--- src/rtl/demux_pkg.sv ---
// demux_pkg: shared state encoding and limits for stream_demux_1xn
package demux_pkg;
    typedef enum logic [1:0] {IDLE = 2'd0, FWD = 2'd1, DROP = 2'd2} state_t;
    localparam int MAX_OUT = 16;
endpackage

--- src/rtl/pipe_reg.sv ---
// pipe_reg: one-entry valid/ready register that reloads in the same cycle it drains
module pipe_reg #(
    parameter int W = 8
) (
    input  logic         clk,
    input  logic         rst,
    input  logic [W-1:0] in_data,
    input  logic         in_valid,
    output logic         in_ready,
    output logic [W-1:0] out_data,
    output logic         out_valid,
    input  logic         out_ready
);
    assign in_ready = !out_valid || out_ready;

    always_ff @(posedge clk)
        if (rst) begin
            out_valid <= 1'b0;
            out_data  <= '0;
        end else if (in_valid && in_ready) begin
            out_valid <= 1'b1;
            out_data  <= in_data;
        end else if (out_ready) begin
            out_valid <= 1'b0;
        end
endmodule

--- src/rtl/stream_demux_1xn.sv ---
// stream_demux_1xn: registered 1-to-N stream demux with per-packet destination lock
module stream_demux_1xn
    import demux_pkg::*;
#(
    parameter int WIDTH = 8,
    parameter int N_OUT = 4,
    parameter int SEL_W = $clog2(N_OUT)
) (
    input  logic                   clk,
    input  logic                   rst,
    input  logic [WIDTH-1:0]       in_data,
    input  logic [SEL_W-1:0]       in_sel,
    input  logic                   in_last,
    input  logic                   in_valid,
    output logic                   in_ready,
    output logic [N_OUT*WIDTH-1:0] out_data,
    output logic [N_OUT-1:0]       out_last,
    output logic [N_OUT-1:0]       out_valid,
    input  logic [N_OUT-1:0]       out_ready,
    output logic                   err_sel
);
    localparam int RW = WIDTH + 1 + SEL_W;

    state_t           state;
    logic             full_q, last_q, legal, accept, load, reg_ready;
    logic [WIDTH-1:0] data_q;
    logic [SEL_W-1:0] dest_q;

    assign legal    = 32'(in_sel) < N_OUT;
    // Dropped beats never touch the register, so they bypass its backpressure
    assign in_ready = state == DROP || (state == IDLE && !legal) || reg_ready;
    assign accept   = in_valid && in_ready;
    assign load     = accept && (state == FWD || (state == IDLE && legal));

    pipe_reg #(.W(RW)) u_reg (
        .clk       (clk),
        .rst       (rst),
        .in_data   ({in_data, in_last, state == FWD ? dest_q : in_sel}),
        .in_valid  (load),
        .in_ready  (reg_ready),
        .out_data  ({data_q, last_q, dest_q}),
        .out_valid (full_q),
        .out_ready (out_ready[dest_q])
    );

    always_ff @(posedge clk)
        if (rst) begin
            state   <= IDLE;
            err_sel <= 1'b0;
        end else begin
            err_sel <= accept && state == IDLE && !legal;
            if (accept)
                state <= in_last ? IDLE : state == IDLE ? (legal ? FWD : DROP) : state;
        end

    for (genvar i = 0; i < N_OUT; i++) begin : g_lane
        assign out_valid[i]                = full_q && dest_q == SEL_W'(i);
        assign out_data[i*WIDTH +: WIDTH]  = out_valid[i] ? data_q : '0;
        assign out_last[i]                 = out_valid[i] && last_q;
    end
endmodule

--- config.mk ---
export PLATFORM = sky130hd
export DESIGN_NAME = stream_demux_1xn
export DESIGN_NICKNAME = d
export VERILOG_FILES = /design/src/rtl/demux_pkg.sv /design/src/rtl/pipe_reg.sv /design/src/rtl/stream_demux_1xn.sv
export SDC_FILE = /design/constraint.sdc
export NUM_CORES = 1
export LEC_CHECK = 0
export ABC_AREA = 0
export CORE_ASPECT_RATIO = 1.75
export CORE_MARGIN = 8
export CORE_UTILIZATION = 38
export CTS_CLUSTER_DIAMETER = 200
export DETAILED_ROUTE_END_ITERATION = 8
export PLACE_DENSITY = 0.88
export SLEW_MARGIN = 20
export SYNTH_ARGS = -nofsm -noshare
export SYNTH_HDL_FRONTEND = slang
export SYNTH_HIERARCHICAL = 1
export SYNTH_SLANG_ARGS = --single-unit
--- constraint.sdc ---
create_clock -name clk -period 5 [get_ports clk]
set_clock_uncertainty 0.05 [all_clocks]
set_input_delay 0.5 -clock clk [delete_from_list [all_inputs] [get_ports clk]]
set_output_delay 0.5 -clock clk [all_outputs]
set_load 0.005 [all_outputs]
==> results of run 1 <==
[stage by stage]
stage	setup WS [ns]	area, sq um	util	instances	total power [mW]
floorplan	2.85	882	-	121	0.165
global route	2.21	1460	0.652	197	0.290
finish	2.29	1460	0.652	197	0.277
CTS	2.29	1460	0.652	197	0.278
global placement	2.32	1420	0.632	193	0.186
detailed placement	2.30	1420	0.632	193	0.189
[cells in the mapped netlist]
cell / n / share of area
nand2_1: 10 / 0.043
clkbuf_1: 1 / 0.0043
clkbuf_2: 1 / 0.0057
a21bo_1: 7 / 0.079
nor2_1: 40 / 0.17
buf_2: 5 / 0.028
nand2b_1: 2 / 0.014
buf_6: 3 / 0.038
mux4_2: 1 / 0.026
nand2b_4: 1 / 0.016
or2_1: 1 / 0.0071
and2_1: 1 / 0.0071
conb_1: 1 / 0.0043
inv_1: 2 / 0.0085
a211oi_1: 1 / 0.0085
buf_4: 1 / 0.0085
mux2_2: 2 / 0.026
nand3_1: 11 / 0.062
dfxtp_1: 13 / 0.30
a21oi_1: 6 / 0.034
a21bo_2: 4 / 0.045
a21oi_2: 7 / 0.070
[power groups by stage]
stage          clock network, mW  logic (mW)  registers (mW)
6_report                  0.0901      0.0678           0.119
5_1_grt                   0.0955      0.0743           0.120
4_1_cts                   0.0908      0.0681           0.119
3_5_place_dp                   0      0.0679           0.121
3_3_place_gp                   0      0.0655           0.121
2_1_floorplan                  0      0.0479           0.118
[cells by family after synthesis]
family / share of synthesized area
AND/OR/NAND/NOR: 0.319
flip-flops: 0.295
buffers and inverters: 0.0936
AO/OA/AOI/OAI: 0.237
multiplexers: 0.0511
other: 0.00425
[flip-flops by register name (all words and copies together), names as in the netlist]
register         flops
u_reg/out_valid      1
u_reg/out_data      11
state                1
[metal layers]
metal	routed length, microns	vias up
met5	0	-
met3	282	6
met4	61	0
li1	-	492
met2	1480	43
met1	988	440
[worst max-delay path: cells and delay by family]
| family | cells | cell delay [ns] |
|---|---|---|
| mux | 1 | 0.46 |
| simple gates | 1 | 0.27 |
| buf+inv | 2 | 0.91 |
[worst paths after layout]
kind                              to  slack [ns]  depth (start not counted)
setup / recovery            in_ready        2.29                          4
hold / removal              state[0]        0.52                          2
setup reg to reg  u_reg/out_data[10]        2.69                          5
hold reg to reg             state[0]        0.52                          2
[layout make-up]
type	instances	area [sq um]
timing repair buffer	58	581
fill	216	781
multi-input combinational	95	539
inverter	2	7.51
sequential	13	260
clock buffer	4	45.0
tap	25	31.3
==> metrics, run 1 <==
worst reg2reg path startpoint u_reg/out_data[0]; worst vdd ir 188 uV; commonest non-fill, non-tap cell in the layout clkdlybuf4s50_1; crit-path max FO 26; crit path kind primary input to output port; RSZ-0062 raised after global routing false; met3 GRT Util 0.0336; Most Frequent Cell on Critical Path clkdlybuf4s50_1; Setup TNS 0 ns; Initial Utilization 0.393; minimum clock period 2.71 ns; Sw Pwr 0.0732 mW; TritonRoute pass-1 iters 4; Max Fclk 0.369 GHz; P per Cell Area 189 mW/mm^2; Max H-tree Level 1; Wirelength per Cell 14.3 microns; # DRC 0; GR Util met1 0.125; # hold bufs at CTS 0; Ant. Diodes 0; Reg clk slew, reported paths 0.05 ns; Worst Path Arrival 2.16 ns; yosys warns 6; Max-cap violations 0; Final Net Count 191; GR Overflow Total 0; CTS Buffer Depth 2; Hold WS 0.515 ns; Crit path required time 4.45 ns; CP Capture Type output port; clock share of power 0.325; row cnt 23; fraction of layout cells with a size suffix above 1 0.105; CP max stage cell clkdlybuf4s50_1; DRT iter0 DRCs 12; vias 981; worst setup path startpoint out_ready[3]; relative slew slack 0.491; sequential power share 0.430; sequential element share of the synthesized area 0.295; TritonCTS Buffers 3; clock tree sinks 13; Die ar. 0.00418 sq mm; antenna-violating nets left 0; overall routing resource usage 0.128; routability cong. 0.768; worst path cell trace clkdlybuf4s50_1, mux4_2, nand2b_4, clkdlybuf4s50_1; Syn Inst Count 121; syn_nets 139; status finished clean; fin. max-slew vios 0; Die W 52.4 microns; worst hold path type flop to flop; Internal Power 0.204 mW; hold wc startpoint state[0]; final setup violation count 0; pin count of the biggest net entering global routing 27; M2 GR Usage 0.236; Root Driver clkbuf_8; Comb pwr share 0.245; syn avg cell area 7.29 sq um; CP startpoint kind primary input; # IOs 60; CP max stage delay 0.51 ns; clk_lat worst skew 0.23 ns; highest-count cells in the layout ignoring fill and taps clkdlybuf4s50_1 (58), nor2_1 (40), dfxtp_1 (13); CTS tree built; first-pass GRT wire length 4.35 mm; area delta synth->final 66.0%; DP Wirelength 2.29 mm; Synth Cell Area 882 sq um; Slew @ Worst Pin 0.764 ns; vias in the first global route 1,012; crit share post-route 0.542; Die H 79.7 microns; Leakage 0.503 nW; port buffer count 58; postcts setup bufs 0; post_cts resized 0; drt total wl 2.81 mm; Placeable Area 0.00224 sq mm; Synth Register Bits 13; most utilized layer in the global route result met2; Yosys cell types 22; Final Hold Viols 0; switching fraction of total power 0.264; vias per inst 4.98; initial antenna violation count 0
No activity file was read; power rests on OpenSTA's default activity.
==> run 2: changes to the inputs <==
Settings changed: CORE_UTILIZATION 38 to 31, PLACE_DENSITY 0.88 to 0.78.
Clock period 5 ns to 2.4 ns, I/O delays scaled along.
==> metrics, run 2 (synthesis gave the netlist of run 1 again) <==
status finished clean; CP Capture Type output port; CTS tree built; vias in the first global route 1,009 (-0.30%); DP Wirelength 2.25 mm (-1.7%); vias 982 (+0.10%); multi-input logic area 539 sq um (unchanged); Largest regs u_reg/out_data (11), state (1), u_reg/out_valid (1); Ant. Diodes 0 (unchanged); Die H 86.6 microns (+8.6%); Die ar. 0.00488 sq mm (+17%); DRT iter0 DRCs 23 (+11); worst path cell trace mux4_2, nand2b_4, clkdlybuf4s50_1; pin count of the biggest net entering global routing 25 (-7.4%); area post-placement 0.00143 sq mm (+0.71%); # DRC 0 (unchanged); Final Net Count 192 (+0.52%); Worst Path Arrival 1.93 ns (-0.23 ns); # hold bufs at CTS 0 (unchanged); Placeable Area 0.00272 sq mm (+21%); commonest non-fill, non-tap cell in the layout clkdlybuf4s50_1; Leakage 0.510 nW (+1.4%); postcts setup bufs 0 (unchanged); CP max stage delay 0.54 ns (+0.03 ns); Max-cap violations 0 (unchanged); highest-count cells in the layout ignoring fill and taps clkdlybuf4s50_1 (58), nor2_1 (40), dfxtp_1 (13); clock tree sinks 13 (unchanged); Final Hold Viols 0 (unchanged); relative slew slack 0.487 (-0.00347); row cnt 25 (+8.7%); Reg with most FFs u_reg/out_data; CTS Buffer Depth 2 (unchanged); post_cts resized 0 (unchanged); TritonRoute pass-1 iters 4 (unchanged); CP max stage cell mux4_2; Max H-tree Level 1 (unchanged); fraction of layout cells with a size suffix above 1 0.116 (+0.0110); vias per inst 4.91 (-1.4%); worst hold path type flop to flop; area delta synth->final 67.2%; Initial Utilization 0.324 (-0.0688); Slew @ Worst Pin 0.769 ns (+0.00520 ns); Root Driver clkbuf_8; RSZ-0062 raised after global routing false; Setup TNS 0 ns (unchanged); number of fill cells 272 (+26%); crit share post-route 0.923; first-pass GRT wire length 4.70 mm (+7.9%); Die W 56.3 microns (+7.4%); routability cong. 0.790 (+3.0%); P per Cell Area 397 mW/mm^2 (+110%); CP startpoint kind flop; Finished Cell Area 0.00148 sq mm (+0.77%); Reg clk slew, reported paths 0.05 ns (about the same); Max Fclk 0.451 GHz; Reg area 260 sq um (unchanged); Crit path required time 2.11 ns (-2.34 ns); GR Overflow Total 0 (unchanged); fin. max-slew vios 0 (unchanged); Hold WS 0.500 ns (-0.0151 ns); final setup violation count 0 (unchanged); Wirelength per Cell 13.7 microns (-4.1%); overall routing resource usage 0.114 (-0.0139); clk_lat worst skew 0.25 ns (+0.02 ns); initial antenna violation count 0 (unchanged); # IOs 60 (unchanged); crit path kind flop to output port; Largest register FFs 11 (unchanged); port buffer count 58 (unchanged); minimum clock period 2.22 ns; drt total wl 2.74 mm (-2.6%); worst vdd ir 342 uV (+82%); TritonCTS Buffers 3 (unchanged); antenna-violating nets left 0 (unchanged); crit-path max FO 13 (-50%)
==> run 2: final cells by class <==
class	count	area share
multi-input combinational	95	0.366
tap	27	0.0229
clock buffer	3	0.0280
timing repair buffer	59	0.399
clock inverter	1	0.00339
sequential	13	0.176
inverter	2	0.00509
==> run 2: critical path, delay by kind of cell, from the launching register on <==
kind	cells	cell delay, ns
multiplexers	1	0.54
buffers and inverters	1	0.49
AND/OR/NAND/NOR	1	0.22
flip-flops	1	0.43
==> run 2: where the power goes <==
part	switching [mW]	internal, mW	total [mW]
Sequential	0.0148	0.232	0.247
Clock	0.0801	0.115	0.195
Combinational	0.0661	0.0773	0.143
==> run 2: worst paths after layout <==
path	from	to	slack [ns]	cells past startpoint
min reg2reg	state[0]	state[0]	0.50	2
max	u_reg/out_data[0]	in_ready	0.18	3
min	state[0]	state[0]	0.50	2
max reg2reg	u_reg/out_data[0]	u_reg/out_data[7]	0.20	5
==> run 2: layer usage <==
metal  vias up  wire length, microns  global-route usage
li1        496                     -                   -
met1       429                  1090               0.120
met2        50                  1280               0.185
met3         7                   294              0.0512
met4         0                    74              0.0593
met5         -                     0                   0
==> run 2: metrics by stage <==
stage | utilization | setup WS (ns) | power (mW) | cells
floorplan | - | 0.297 | 0.345 | 121
finish | 0.542 | 0.184 | 0.585 | 200
global route | 0.542 | 0.0521 | 0.622 | 200
CTS | 0.542 | 0.139 | 0.591 | 200
detailed placement | 0.525 | 0.0766 | 0.395 | 196
global placement | 0.525 | 0.130 | 0.390 | 196
